### src/rtl/acquire_beat_queue_if.sv
// Acquire beat bus between the upstream arbiter, the beat queue and its consumer.
// The master drives enqueue beats and deq_ready; the slave (the queue) drives the rest.
`timescale 1ns/1ps
interface acquire_beat_queue_if #(
   parameter int unsigned DEPTH = 4
);
   localparam int unsigned CNT_W = $clog2(DEPTH + 1);

   // Enqueue side
   logic             io_enq_valid;
   logic             io_enq_ready;
   logic [25:0]      io_enq_bits_addr_block;
   logic [1:0]       io_enq_bits_client_xact_id;
   logic [2:0]       io_enq_bits_addr_beat;
   logic             io_enq_bits_is_builtin_type;
   logic [2:0]       io_enq_bits_a_type;
   logic [11:0]      io_enq_bits_union;
   logic [63:0]      io_enq_bits_data;
   logic             io_enq_chosen;

   // Dequeue side
   logic             io_deq_valid;
   logic             io_deq_ready;
   logic [25:0]      io_deq_bits_addr_block;
   logic [1:0]       io_deq_bits_client_xact_id;
   logic [2:0]       io_deq_bits_addr_beat;
   logic             io_deq_bits_is_builtin_type;
   logic [2:0]       io_deq_bits_a_type;
   logic [11:0]      io_deq_bits_union;
   logic [63:0]      io_deq_bits_data;
   logic             io_deq_source;
   logic             io_deq_last;

   // Status
   logic [CNT_W-1:0] io_count;
   logic             io_burst_error;

   modport master (
      output io_enq_valid, io_enq_bits_addr_block, io_enq_bits_client_xact_id,
             io_enq_bits_addr_beat, io_enq_bits_is_builtin_type, io_enq_bits_a_type,
             io_enq_bits_union, io_enq_bits_data, io_enq_chosen, io_deq_ready,
      input  io_enq_ready, io_deq_valid, io_deq_bits_addr_block, io_deq_bits_client_xact_id,
             io_deq_bits_addr_beat, io_deq_bits_is_builtin_type, io_deq_bits_a_type,
             io_deq_bits_union, io_deq_bits_data, io_deq_source, io_deq_last,
             io_count, io_burst_error
   );

   modport slave (
      input  io_enq_valid, io_enq_bits_addr_block, io_enq_bits_client_xact_id,
             io_enq_bits_addr_beat, io_enq_bits_is_builtin_type, io_enq_bits_a_type,
             io_enq_bits_union, io_enq_bits_data, io_enq_chosen, io_deq_ready,
      output io_enq_ready, io_deq_valid, io_deq_bits_addr_block, io_deq_bits_client_xact_id,
             io_deq_bits_addr_beat, io_deq_bits_is_builtin_type, io_deq_bits_a_type,
             io_deq_bits_union, io_deq_bits_data, io_deq_source, io_deq_last,
             io_count, io_burst_error
   );
endinterface

### src/rtl/acquire_beat_queue.sv
// Ring-buffer queue for Acquire beats with no bypass, plus a sticky checker that
// flags malformed put-block bursts as they are enqueued.
`timescale 1ns/1ps
module acquire_beat_queue #(
   parameter int unsigned DEPTH = 4
) (
   input logic               clk,
   input logic               reset,
   acquire_beat_queue_if.slave q
);
   localparam int unsigned PTR_W = (DEPTH > 1) ? $clog2(DEPTH) : 1;
   localparam int unsigned CNT_W = $clog2(DEPTH + 1);
   localparam logic [2:0]  PUT_BLOCK = 3'h3;
   localparam logic [2:0]  LAST_BEAT = 3'h7;

   typedef struct packed {
      logic [25:0] addr_block;
      logic [1:0]  client_xact_id;
      logic [2:0]  addr_beat;
      logic        is_builtin_type;
      logic [2:0]  a_type;
      logic [11:0] union_bits;
      logic [63:0] data;
      logic        source;
   } entry_t;

   typedef enum logic [0:0] {
      ST_IDLE  = 1'b0,
      ST_BURST = 1'b1
   } burst_state_e;

   entry_t           mem [DEPTH];
   logic [PTR_W-1:0] wr_ptr;
   logic [PTR_W-1:0] rd_ptr;
   logic [CNT_W-1:0] count;

   burst_state_e     state_q, state_d;
   logic [2:0]       expected_q, expected_d;
   logic             burst_src_q, burst_src_d;
   logic             error_q, error_d;

   logic             enq_ready_c;
   logic             deq_valid_c;
   logic             enq_fire_c;
   logic             deq_fire_c;
   logic             enq_put_block_c;
   logic             head_put_block_c;
   entry_t           enq_entry_c;
   entry_t           head_c;

   // Handshake flags depend only on the registered occupancy.
   assign enq_ready_c = (count != CNT_W'(DEPTH));
   assign deq_valid_c = (count != CNT_W'(0));
   assign enq_fire_c  = q.io_enq_valid & enq_ready_c;
   assign deq_fire_c  = q.io_deq_ready & deq_valid_c;

   assign enq_entry_c.addr_block      = q.io_enq_bits_addr_block;
   assign enq_entry_c.client_xact_id  = q.io_enq_bits_client_xact_id;
   assign enq_entry_c.addr_beat       = q.io_enq_bits_addr_beat;
   assign enq_entry_c.is_builtin_type = q.io_enq_bits_is_builtin_type;
   assign enq_entry_c.a_type          = q.io_enq_bits_a_type;
   assign enq_entry_c.union_bits      = q.io_enq_bits_union;
   assign enq_entry_c.data            = q.io_enq_bits_data;
   assign enq_entry_c.source          = q.io_enq_chosen;

   assign enq_put_block_c = q.io_enq_bits_is_builtin_type &
                            (q.io_enq_bits_a_type == PUT_BLOCK);

   // Storage is intentionally left out of reset; only pointers and count clear.
   always_ff @(posedge clk) begin
      if (enq_fire_c) begin
         mem[wr_ptr] <= enq_entry_c;
      end
   end

   always_ff @(posedge clk or negedge reset) begin
      if (!reset) begin
         wr_ptr <= '0;
         rd_ptr <= '0;
         count  <= '0;
      end else begin
         if (enq_fire_c) begin
            wr_ptr <= wr_ptr + PTR_W'(1);
         end
         if (deq_fire_c) begin
            rd_ptr <= rd_ptr + PTR_W'(1);
         end
         if (enq_fire_c && !deq_fire_c) begin
            count <= count + CNT_W'(1);
         end else if (!enq_fire_c && deq_fire_c) begin
            count <= count - CNT_W'(1);
         end
      end
   end

   // Burst checker state register.
   always_ff @(posedge clk or negedge reset) begin
      if (!reset) begin
         state_q     <= ST_IDLE;
         expected_q  <= 3'h0;
         burst_src_q <= 1'b0;
         error_q     <= 1'b0;
      end else begin
         state_q     <= state_d;
         expected_q  <= expected_d;
         burst_src_q <= burst_src_d;
         error_q     <= error_d;
      end
   end

   // Burst checker next state; only enqueue fires advance it.
   always_comb begin
      state_d     = state_q;
      expected_d  = expected_q;
      burst_src_d = burst_src_q;
      error_d     = error_q;
      if (enq_fire_c) begin
         unique case (state_q)
            ST_IDLE: begin
               if (enq_put_block_c) begin
                  state_d     = ST_BURST;
                  expected_d  = 3'h1;
                  burst_src_d = q.io_enq_chosen;
                  if (q.io_enq_bits_addr_beat != 3'h0) begin
                     error_d = 1'b1;
                  end
               end
            end
            ST_BURST: begin
               if (!enq_put_block_c ||
                   (q.io_enq_chosen != burst_src_q) ||
                   (q.io_enq_bits_addr_beat != expected_q)) begin
                  error_d = 1'b1;
               end
               // 7 + 1 wraps to 0, which is the idle expectation.
               expected_d = expected_q + 3'h1;
               if (expected_q == LAST_BEAT) begin
                  state_d = ST_IDLE;
               end
            end
            default: begin
               state_d = ST_IDLE;
            end
         endcase
      end
   end

   assign head_c           = mem[rd_ptr];
   assign head_put_block_c = head_c.is_builtin_type & (head_c.a_type == PUT_BLOCK);

   assign q.io_enq_ready                = enq_ready_c;
   assign q.io_deq_valid                = deq_valid_c;
   assign q.io_deq_bits_addr_block      = head_c.addr_block;
   assign q.io_deq_bits_client_xact_id  = head_c.client_xact_id;
   assign q.io_deq_bits_addr_beat       = head_c.addr_beat;
   assign q.io_deq_bits_is_builtin_type = head_c.is_builtin_type;
   assign q.io_deq_bits_a_type          = head_c.a_type;
   assign q.io_deq_bits_union           = head_c.union_bits;
   assign q.io_deq_bits_data            = head_c.data;
   assign q.io_deq_source               = head_c.source;
   assign q.io_deq_last                 = !head_put_block_c || (head_c.addr_beat == LAST_BEAT);
   assign q.io_count                    = count;
   assign q.io_burst_error              = error_q;

endmodule

### src/flat_wrapper.sv
// flat-port wrapper written by rule: the top's interface ports become plain ports
module acquire_beat_queue_flat 
#(
   parameter int unsigned DEPTH = 4
)
  (clk, reset, q_io_enq_valid, q_io_enq_bits_addr_block, q_io_enq_bits_client_xact_id, q_io_enq_bits_addr_beat, q_io_enq_bits_is_builtin_type, q_io_enq_bits_a_type, q_io_enq_bits_union, q_io_enq_bits_data, q_io_enq_chosen, q_io_deq_ready, q_io_enq_ready, q_io_deq_valid, q_io_deq_bits_addr_block, q_io_deq_bits_client_xact_id, q_io_deq_bits_addr_beat, q_io_deq_bits_is_builtin_type, q_io_deq_bits_a_type, q_io_deq_bits_union, q_io_deq_bits_data, q_io_deq_source, q_io_deq_last, q_io_count, q_io_burst_error);
  acquire_beat_queue_if #(.DEPTH(DEPTH)) q_i ();
  input logic clk;
  input logic reset;
  input wire logic [$bits(q_i.io_enq_valid)-1:0] q_io_enq_valid;
  input wire logic [$bits(q_i.io_enq_bits_addr_block)-1:0] q_io_enq_bits_addr_block;
  input wire logic [$bits(q_i.io_enq_bits_client_xact_id)-1:0] q_io_enq_bits_client_xact_id;
  input wire logic [$bits(q_i.io_enq_bits_addr_beat)-1:0] q_io_enq_bits_addr_beat;
  input wire logic [$bits(q_i.io_enq_bits_is_builtin_type)-1:0] q_io_enq_bits_is_builtin_type;
  input wire logic [$bits(q_i.io_enq_bits_a_type)-1:0] q_io_enq_bits_a_type;
  input wire logic [$bits(q_i.io_enq_bits_union)-1:0] q_io_enq_bits_union;
  input wire logic [$bits(q_i.io_enq_bits_data)-1:0] q_io_enq_bits_data;
  input wire logic [$bits(q_i.io_enq_chosen)-1:0] q_io_enq_chosen;
  input wire logic [$bits(q_i.io_deq_ready)-1:0] q_io_deq_ready;
  output wire logic [$bits(q_i.io_enq_ready)-1:0] q_io_enq_ready;
  output wire logic [$bits(q_i.io_deq_valid)-1:0] q_io_deq_valid;
  output wire logic [$bits(q_i.io_deq_bits_addr_block)-1:0] q_io_deq_bits_addr_block;
  output wire logic [$bits(q_i.io_deq_bits_client_xact_id)-1:0] q_io_deq_bits_client_xact_id;
  output wire logic [$bits(q_i.io_deq_bits_addr_beat)-1:0] q_io_deq_bits_addr_beat;
  output wire logic [$bits(q_i.io_deq_bits_is_builtin_type)-1:0] q_io_deq_bits_is_builtin_type;
  output wire logic [$bits(q_i.io_deq_bits_a_type)-1:0] q_io_deq_bits_a_type;
  output wire logic [$bits(q_i.io_deq_bits_union)-1:0] q_io_deq_bits_union;
  output wire logic [$bits(q_i.io_deq_bits_data)-1:0] q_io_deq_bits_data;
  output wire logic [$bits(q_i.io_deq_source)-1:0] q_io_deq_source;
  output wire logic [$bits(q_i.io_deq_last)-1:0] q_io_deq_last;
  output wire logic [$bits(q_i.io_count)-1:0] q_io_count;
  output wire logic [$bits(q_i.io_burst_error)-1:0] q_io_burst_error;
  assign q_i.io_enq_valid = q_io_enq_valid;
  assign q_i.io_enq_bits_addr_block = q_io_enq_bits_addr_block;
  assign q_i.io_enq_bits_client_xact_id = q_io_enq_bits_client_xact_id;
  assign q_i.io_enq_bits_addr_beat = q_io_enq_bits_addr_beat;
  assign q_i.io_enq_bits_is_builtin_type = q_io_enq_bits_is_builtin_type;
  assign q_i.io_enq_bits_a_type = q_io_enq_bits_a_type;
  assign q_i.io_enq_bits_union = q_io_enq_bits_union;
  assign q_i.io_enq_bits_data = q_io_enq_bits_data;
  assign q_i.io_enq_chosen = q_io_enq_chosen;
  assign q_i.io_deq_ready = q_io_deq_ready;
  assign q_io_enq_ready = q_i.io_enq_ready;
  assign q_io_deq_valid = q_i.io_deq_valid;
  assign q_io_deq_bits_addr_block = q_i.io_deq_bits_addr_block;
  assign q_io_deq_bits_client_xact_id = q_i.io_deq_bits_client_xact_id;
  assign q_io_deq_bits_addr_beat = q_i.io_deq_bits_addr_beat;
  assign q_io_deq_bits_is_builtin_type = q_i.io_deq_bits_is_builtin_type;
  assign q_io_deq_bits_a_type = q_i.io_deq_bits_a_type;
  assign q_io_deq_bits_union = q_i.io_deq_bits_union;
  assign q_io_deq_bits_data = q_i.io_deq_bits_data;
  assign q_io_deq_source = q_i.io_deq_source;
  assign q_io_deq_last = q_i.io_deq_last;
  assign q_io_count = q_i.io_count;
  assign q_io_burst_error = q_i.io_burst_error;
  acquire_beat_queue #(.DEPTH(DEPTH)) u_core (.clk(clk), .reset(reset), .q(q_i));
endmodule
### config.mk
export PLATFORM = sky130hd
export DESIGN_NAME = acquire_beat_queue_flat
export DESIGN_NICKNAME = d
export VERILOG_FILES = /design/src/rtl/acquire_beat_queue_if.sv /design/src/rtl/acquire_beat_queue.sv /design/src/flat_wrapper.sv
export SDC_FILE = /design/constraint.sdc
export NUM_CORES = 1
export LEC_CHECK = 0
export ABC_CLOCK_PERIOD_IN_PS = 4600
export CELL_PAD_IN_SITES_DETAIL_PLACEMENT = 1
export CELL_PAD_IN_SITES_GLOBAL_PLACEMENT = 1
export CORE_AREA = 2 2 287 204
export CTS_CLUSTER_SIZE = 25
export DETAILED_ROUTE_END_ITERATION = 10
export DIE_AREA = 0 0 289 206
export HOLD_SLACK_MARGIN = 0.02
export PLACE_DENSITY_LB_ADDON = 0.25
export SLEW_MARGIN = 20
export SYNTH_ARGS = -nofsm -noshare
export SYNTH_HDL_FRONTEND = slang
export SYNTH_SLANG_ARGS = --single-unit
### constraint.sdc
create_clock -name clk -period 4.6 [get_ports clk]
set_input_delay 0.46 -clock clk [delete_from_list [all_inputs] [get_ports clk]]
set_output_delay 0.46 -clock clk [all_outputs]
set_load 0.02 [all_outputs]
Word level (Yosys, flattened, before mapping)
Memory sizes are Yosys's and may differ from the RTL's.
Cells that the tools add are included.
{ "classes": {"addsub": 5, "eq_ne": 10, "mux": 13, "n_bitwise": 5, "reduce_logical": 15} }
{ "ops": {"columns": ["op", "count"], "rows": [
  ["$mux 3", 3],
  ["$mux 1", 7],
  ["$add 3x1->3 const B", 2],
  ["$eq 3x2->1 const B", 2],
  ["$eq 3x3->1 const B", 2],
  ["$pmux 3 s2", 1],
  ["$reduce_bool 3->1", 2],
  ["$add 2x1->2 const B", 2],
  ["$and 1x1->1", 4],
  ["$logic_not 1->1", 4],
  ["$ne 2x1->1 const B", 2],
  ["$pmux 1 s2", 2],
  ["$reduce_and 4->1", 1],
  ["$logic_or 1x1->1", 3],
  ["$ne 3x3->1", 1],
  ["$ne 3x3->1 const B", 1],
  ["$reduce_and 3->1", 1],
  ["$sub 3x1->3 const B", 1],
  ["$logic_and 1x1->1", 2],
  ["$ne 2x2->1 const B", 1],
  ["$reduce_and 2->1", 1],
  ["$reduce_bool 2->1", 1],
  ["$ne 1x1->1", 1],
  ["$not 1->1", 1]
]} }
{ "word_totals": {"regBits": 13, "ram_bits": 448, "input_bits": 116, "out_inout_bits": 119, "wordCells": 56, "n_memories": 1} }
{ "mem_list": {"columns": ["memory", "depth", "word_bits", "read_ports", "rd_ports_with_merged_regs", "wr", "line_no", "source"], "rows": [
  ["u_core.mem", 4, 112, 1, 0, 1, "acquire_beat_queue.sv:32", "entry_t mem [DEPTH];"]
]} }

Depth between registers and ports, before layout
{ "depth": {"depth_word": 7, "depth_mapped": 10, "ltp_nobuf": 8} }

Worst setup path after synthesis
Ideal clock, no wire load.
{ "synth_timing": {"path_kind": "register -> register", "start": "register u_core.count[0] (netlist: u_core.q.io_count[0])", "end": "memory u_core.mem[0][0] (netlist bit), enable pin", "setup_time_ps": 485, "arrival_time_ps": 3455, "required_ps": 4115, "setup_slack_ps": 660, "path_stages_with_launch": 4, "n_path_buf": 1, "period_less_slack_ps": 3940, "path_cell_list": "dfrtp_1 -> or3b_1 -> buf_6 -> and3_1"} }
{ "synth_between": {"elab_chain_len": 4} }
{ "synth_rtl": {"columns": ["element", "line_no", "source"], "rows": [
  ["from (decl)", "acquire_beat_queue.sv:35", "logic [CNT_W-1:0] count;"],
  ["from (signal assigned)", "acquire_beat_queue.sv:89", "count <= count + CNT_W'(1);"],
  ["from (signal assigned)", "acquire_beat_queue.sv:91", "count <= count - CNT_W'(1);"],
  ["$ne 3x3->1", "acquire_beat_queue.sv:52", "assign enq_ready_c = (count != CNT_W'(DEPTH));"],
  ["via q_io_enq_ready", "flat_wrapper.sv:20", "output wire logic [$bits(q_i.io_enq_ready)-1:0] q_io_enq_ready;"],
  ["$and 1x1->1", "acquire_beat_queue.sv:54", "assign enq_fire_c = q.io_enq_valid & enq_ready_c;"],
  ["$mux 1", "acquire_beat_queue.sv:71", "if (enq_fire_c) begin"],
  ["$mux 1 (implied by the code)", "acquire_beat_queue.sv:72", "mem[wr_ptr] <= enq_entry_c;"],
  ["to (decl)", "acquire_beat_queue.sv:32", null]
]} }
The timed path passes the listed nets, and every way through them passes these cells.

Worst setup path after layout
{ "layout_timing": {"start": "register u_core.rd_ptr[0]", "end": "output q_io_deq_bits_addr_block[11]"} }
{ "layout_between": {"elab_chain_len": 1} }
{ "layout_rtl": {"columns": ["element", "line_no", "source"], "rows": [
  ["from (decl)", "acquire_beat_queue.sv:34", "logic [PTR_W-1:0] rd_ptr;"],
  ["from (signal assigned)", "acquire_beat_queue.sv:86", "rd_ptr <= rd_ptr + PTR_W'(1);"],
  ["$mem_v2 4x112", null, null],
  ["to (decl)", "flat_wrapper.sv:22", "output wire logic [$bits(q_i.io_deq_bits_addr_block)-1:0] q_io_deq_bits_addr_block;"]
]} }
Every way passes these cells.

==> qor.txt <==
Vias/cell -> 4.484
# setup viols final -> 0
Worst path cell trace -> buf_4 -> mux4_2 -> clkdlybuf4s50_1
Main synth FF type -> edfxtp_1
Critical Path AT -> 3.17 ns
Met1 Usage GRT -> 18.09%
Outcome -> finished, final reports clean
Max_cap viols -> 0
Final Max Slew Viols -> 0
Routed WL -> 37.83 mm
First-pass GRT wire length -> 56.29 mm
CTS tree -> done
Fraction of registers with async set/reset -> 2.820%
Power per cell area -> 681.2 nW/um2
Port Buffers -> 234
WS Path Type -> flip-flop to output port
Post-Synthesis Cells -> 654
Clk_skew -> 0.01009 ns
Die W -> 289 um
Vias -> 7752
Slew @ Worst Pin -> 0.9758 ns
Worst-skew pair later-pin latency -> 0.57 ns
Core ar. -> 57220 um2
CTS sink cnt -> 461
Synthesized flop and latch total -> 461
Sum of negative setup slack -> 0 ns
# fillers -> 5476
Fin crit share -> 78.87%
Layout cells sized above 1 -> 21.69%
Area Overhead vs Synth -> 29.23%
Mapped Area -> 16920 um2
Gpl congestion -> 0.6857
Clock Pin Slew Worst Setup and Hold Paths -> 0.06 ns
Layout net count -> 1052
Remaining Overflow, GRT -> 0
Rel. slew slack -> 34.95%
Total track usage -> 12.77%
Synth Warn # -> 0
DRC -> 0
Met3 Usage GRT -> 3.907%
Num CTS Buffers -> 49
Top Family by Delay on Critical Path -> buffers and inverters
Die H -> 206 um
Startpoint Class -> flip-flop
Hold buffer count at CTS -> 0
GRT Max-Usage Layer -> met2
Crit Path Max Fanout -> 27
Final Hold Vio Count -> 0
Synth Net Count -> 778
Syn_area_per_cell -> 25.87 um2
1st-iter DRT viols -> 456
Critical Path End Type -> output port
Seq/Total Area, Yosys -> 81.44%
Clock H-tree levels -> 2
Slowest cell on crit path -> dfrtp_4
Detailed Routing Iterations Pass 1 -> 4
Root buf cell -> clkbuf_16
Inst Count DP -> 1637
Cts repair resizes -> 0
GRT met2 Usage -> 19.06%
Dpl hpwl -> 22.29 mm
Critical Path RT -> 4.14 ns
Setup bufs post-CTS -> 0
Post-synthesis cell type count -> 34
Highest clock rate -> 275.6 MHz
RSZ-0062 raised after global routing -> false
Min-delay worst type -> input port to asynchronous set/reset pin
Die Area -> 59530 um2
Peak supply drop -> 319.3 uV
Leakage -> 6.969 nW
Number of flops mapped to enable cells by yosys -> 448
Fin cells -> 1729
CP bufs+invs -> 2
Post-route minimum period -> 3.628 ns
Pin count of the biggest net entering global routing -> 56
WL/cell -> 21.88 um
Initial antenna violation count -> 4
Vias in the first global route -> 8679
Num rows -> 74
Largest stage delay, worst path -> 0.80 ns
CTS Buffer Depth -> 3
# IOs -> 235
Initial Util -> 29.57%
Antenna Nets Post-Route -> 0
final timing paths:
kind,endpoint,slack [ns],cells past startpoint,from
worst min-delay path,u_core.q.io_count[2],0.29,1,reset
min in group clk,u_core.q.io_burst_error,0.47,1,u_core.q.io_burst_error
worst min register to register,u_core.q.io_burst_error,0.47,1,u_core.q.io_burst_error
worst max register to register,u_core.mem[0][87],2.22,3,u_core.q.io_count[2]
worst max-delay path,q_io_deq_bits_addr_block[11],0.97,3,u_core.rd_ptr[0]
max in group asynchronous,u_core.rd_ptr[1],3.83,1,reset
area by class of cell:
| class | instances | area [um2] | share of cell area [%] |
|---|---|---|---|
| Multi-Input combinational cell | 161 | 2969 | 13.58 |
| Timing Repair Buffer | 251 | 2545 | 11.64 |
| Inverter | 4 | 15.01 | 0.06867 |
| Sequential cell | 461 | 13790 | 63.05 |
| Clock buffer | 57 | 1299 | 5.940 |
| Antenna cell | 1 | 2.502 | 0.01144 |
| Tap cell | 760 | 950.9 | 4.349 |
| Clock inverter | 34 | 297.8 | 1.362 |
metal layers:
metal  vias up  share of wire, %
met5         -             0.079
met4         4               1.9
met3        60               6.9
met2       200                45
met1      4107                47
li1       3381                 -
cells in the mapped netlist (2+ instances only):
cell | n | area share, %
mux4_2 | 112 | 15
xnor2_1 | 5 | 0.26
a32o_1 | 2 | 0.12
dfrtp_1 | 13 | 1.9
inv_1 | 4 | 0.089
buf_2 | 9 | 0.27
edfxtp_1 | 448 | 80
and3_1 | 4 | 0.15
o21ai_1 | 2 | 0.059
a31o_1 | 2 | 0.10
buf_1 | 4 | 0.089
xor2_1 | 5 | 0.26
nand2_1 | 3 | 0.067
buf_4 | 12 | 0.53
buf_6 | 2 | 0.13
nand3_1 | 3 | 0.089
ha_1 | 7 | 0.52
state kept, by name, summed over array words and instances (netlist names):
register / flops
u_core.q.io_burst_error: 1
u_core.mem: 448
u_core.burst_src_q: 1
u_core.wr_ptr: 2
u_core.q.io_count: 3
u_core.state_q: 1
u_core.expected_q: 3
u_core.rd_ptr: 2
worst register-to-register path, stage by stage (launching register included):
cell	delay, ns
dfrtp_1	0.42
or3b_1	0.34
and3_4	0.81
buf_4	0.47
placed cells by master (no fill, tap or decap), drive strengths merged, types with 2 or more instances in the layout:
cell type      Yosys  final
edfxtp           448    448
clkdlybuf4s50      0    234
mux4             112    112
clkbuf             1     57
clkinv             0     22
buf               27     17
dfrtp             13     13
ha                 7      7
inv                4      7
xnor2              5      5
xor2               5      5
bufinv             0      5
and3               4      4
clkinvlp           0      4
nand2              3      3
nand3              3      3
o21ai              3      3
a31o               2      2
a32o               2      2
nand4b             2      2
mux2               2      2
cell families after synthesis:
kind of cell | synth area share [%]
AOI/OAI and AO/OA | 0.4438
xor gates and xnor gates | 0.5177
adders and majority gates | 0.6360
buffers and inverters | 1.131
DFF | 81.44
muxes | 15.06
and+or+nand+nor | 0.7691
metrics by stage:
step / power [W] / setup slack [ns] / cell area, um2 / hold WS, ns / utilization (%)
6_report: 0.01490 / 0.9718 / 21860 / 0.2874 / 38.21
5_1_grt: 0.01564 / 0.6830 / 21860 / 0.3093 / 38.21
4_1_cts: 0.01521 / 0.7977 / 21860 / 0.2670 / 38.21
3_5_place_dp: 0.01119 / 1.461 / 20270 / 0.4618 / 35.42
3_3_place_gp: 0.01115 / 1.470 / 20270 / 0.4620 / 35.42
2_1_floorplan: 0.008899 / 0.6599 / 16920 / 0.1644 / -
power breakdown:
part	switching (W)	total [W]	internal [W]	leakage [nW]
registers	0.000364	0.00590	0.00554	4.25
clock network	0.00163	0.00393	0.00230	0.771
logic	0.00263	0.00506	0.00243	1.94
total	0.00462	0.0149	0.0103	6.97
Note: power is estimated with default switching activity, not from simulation.
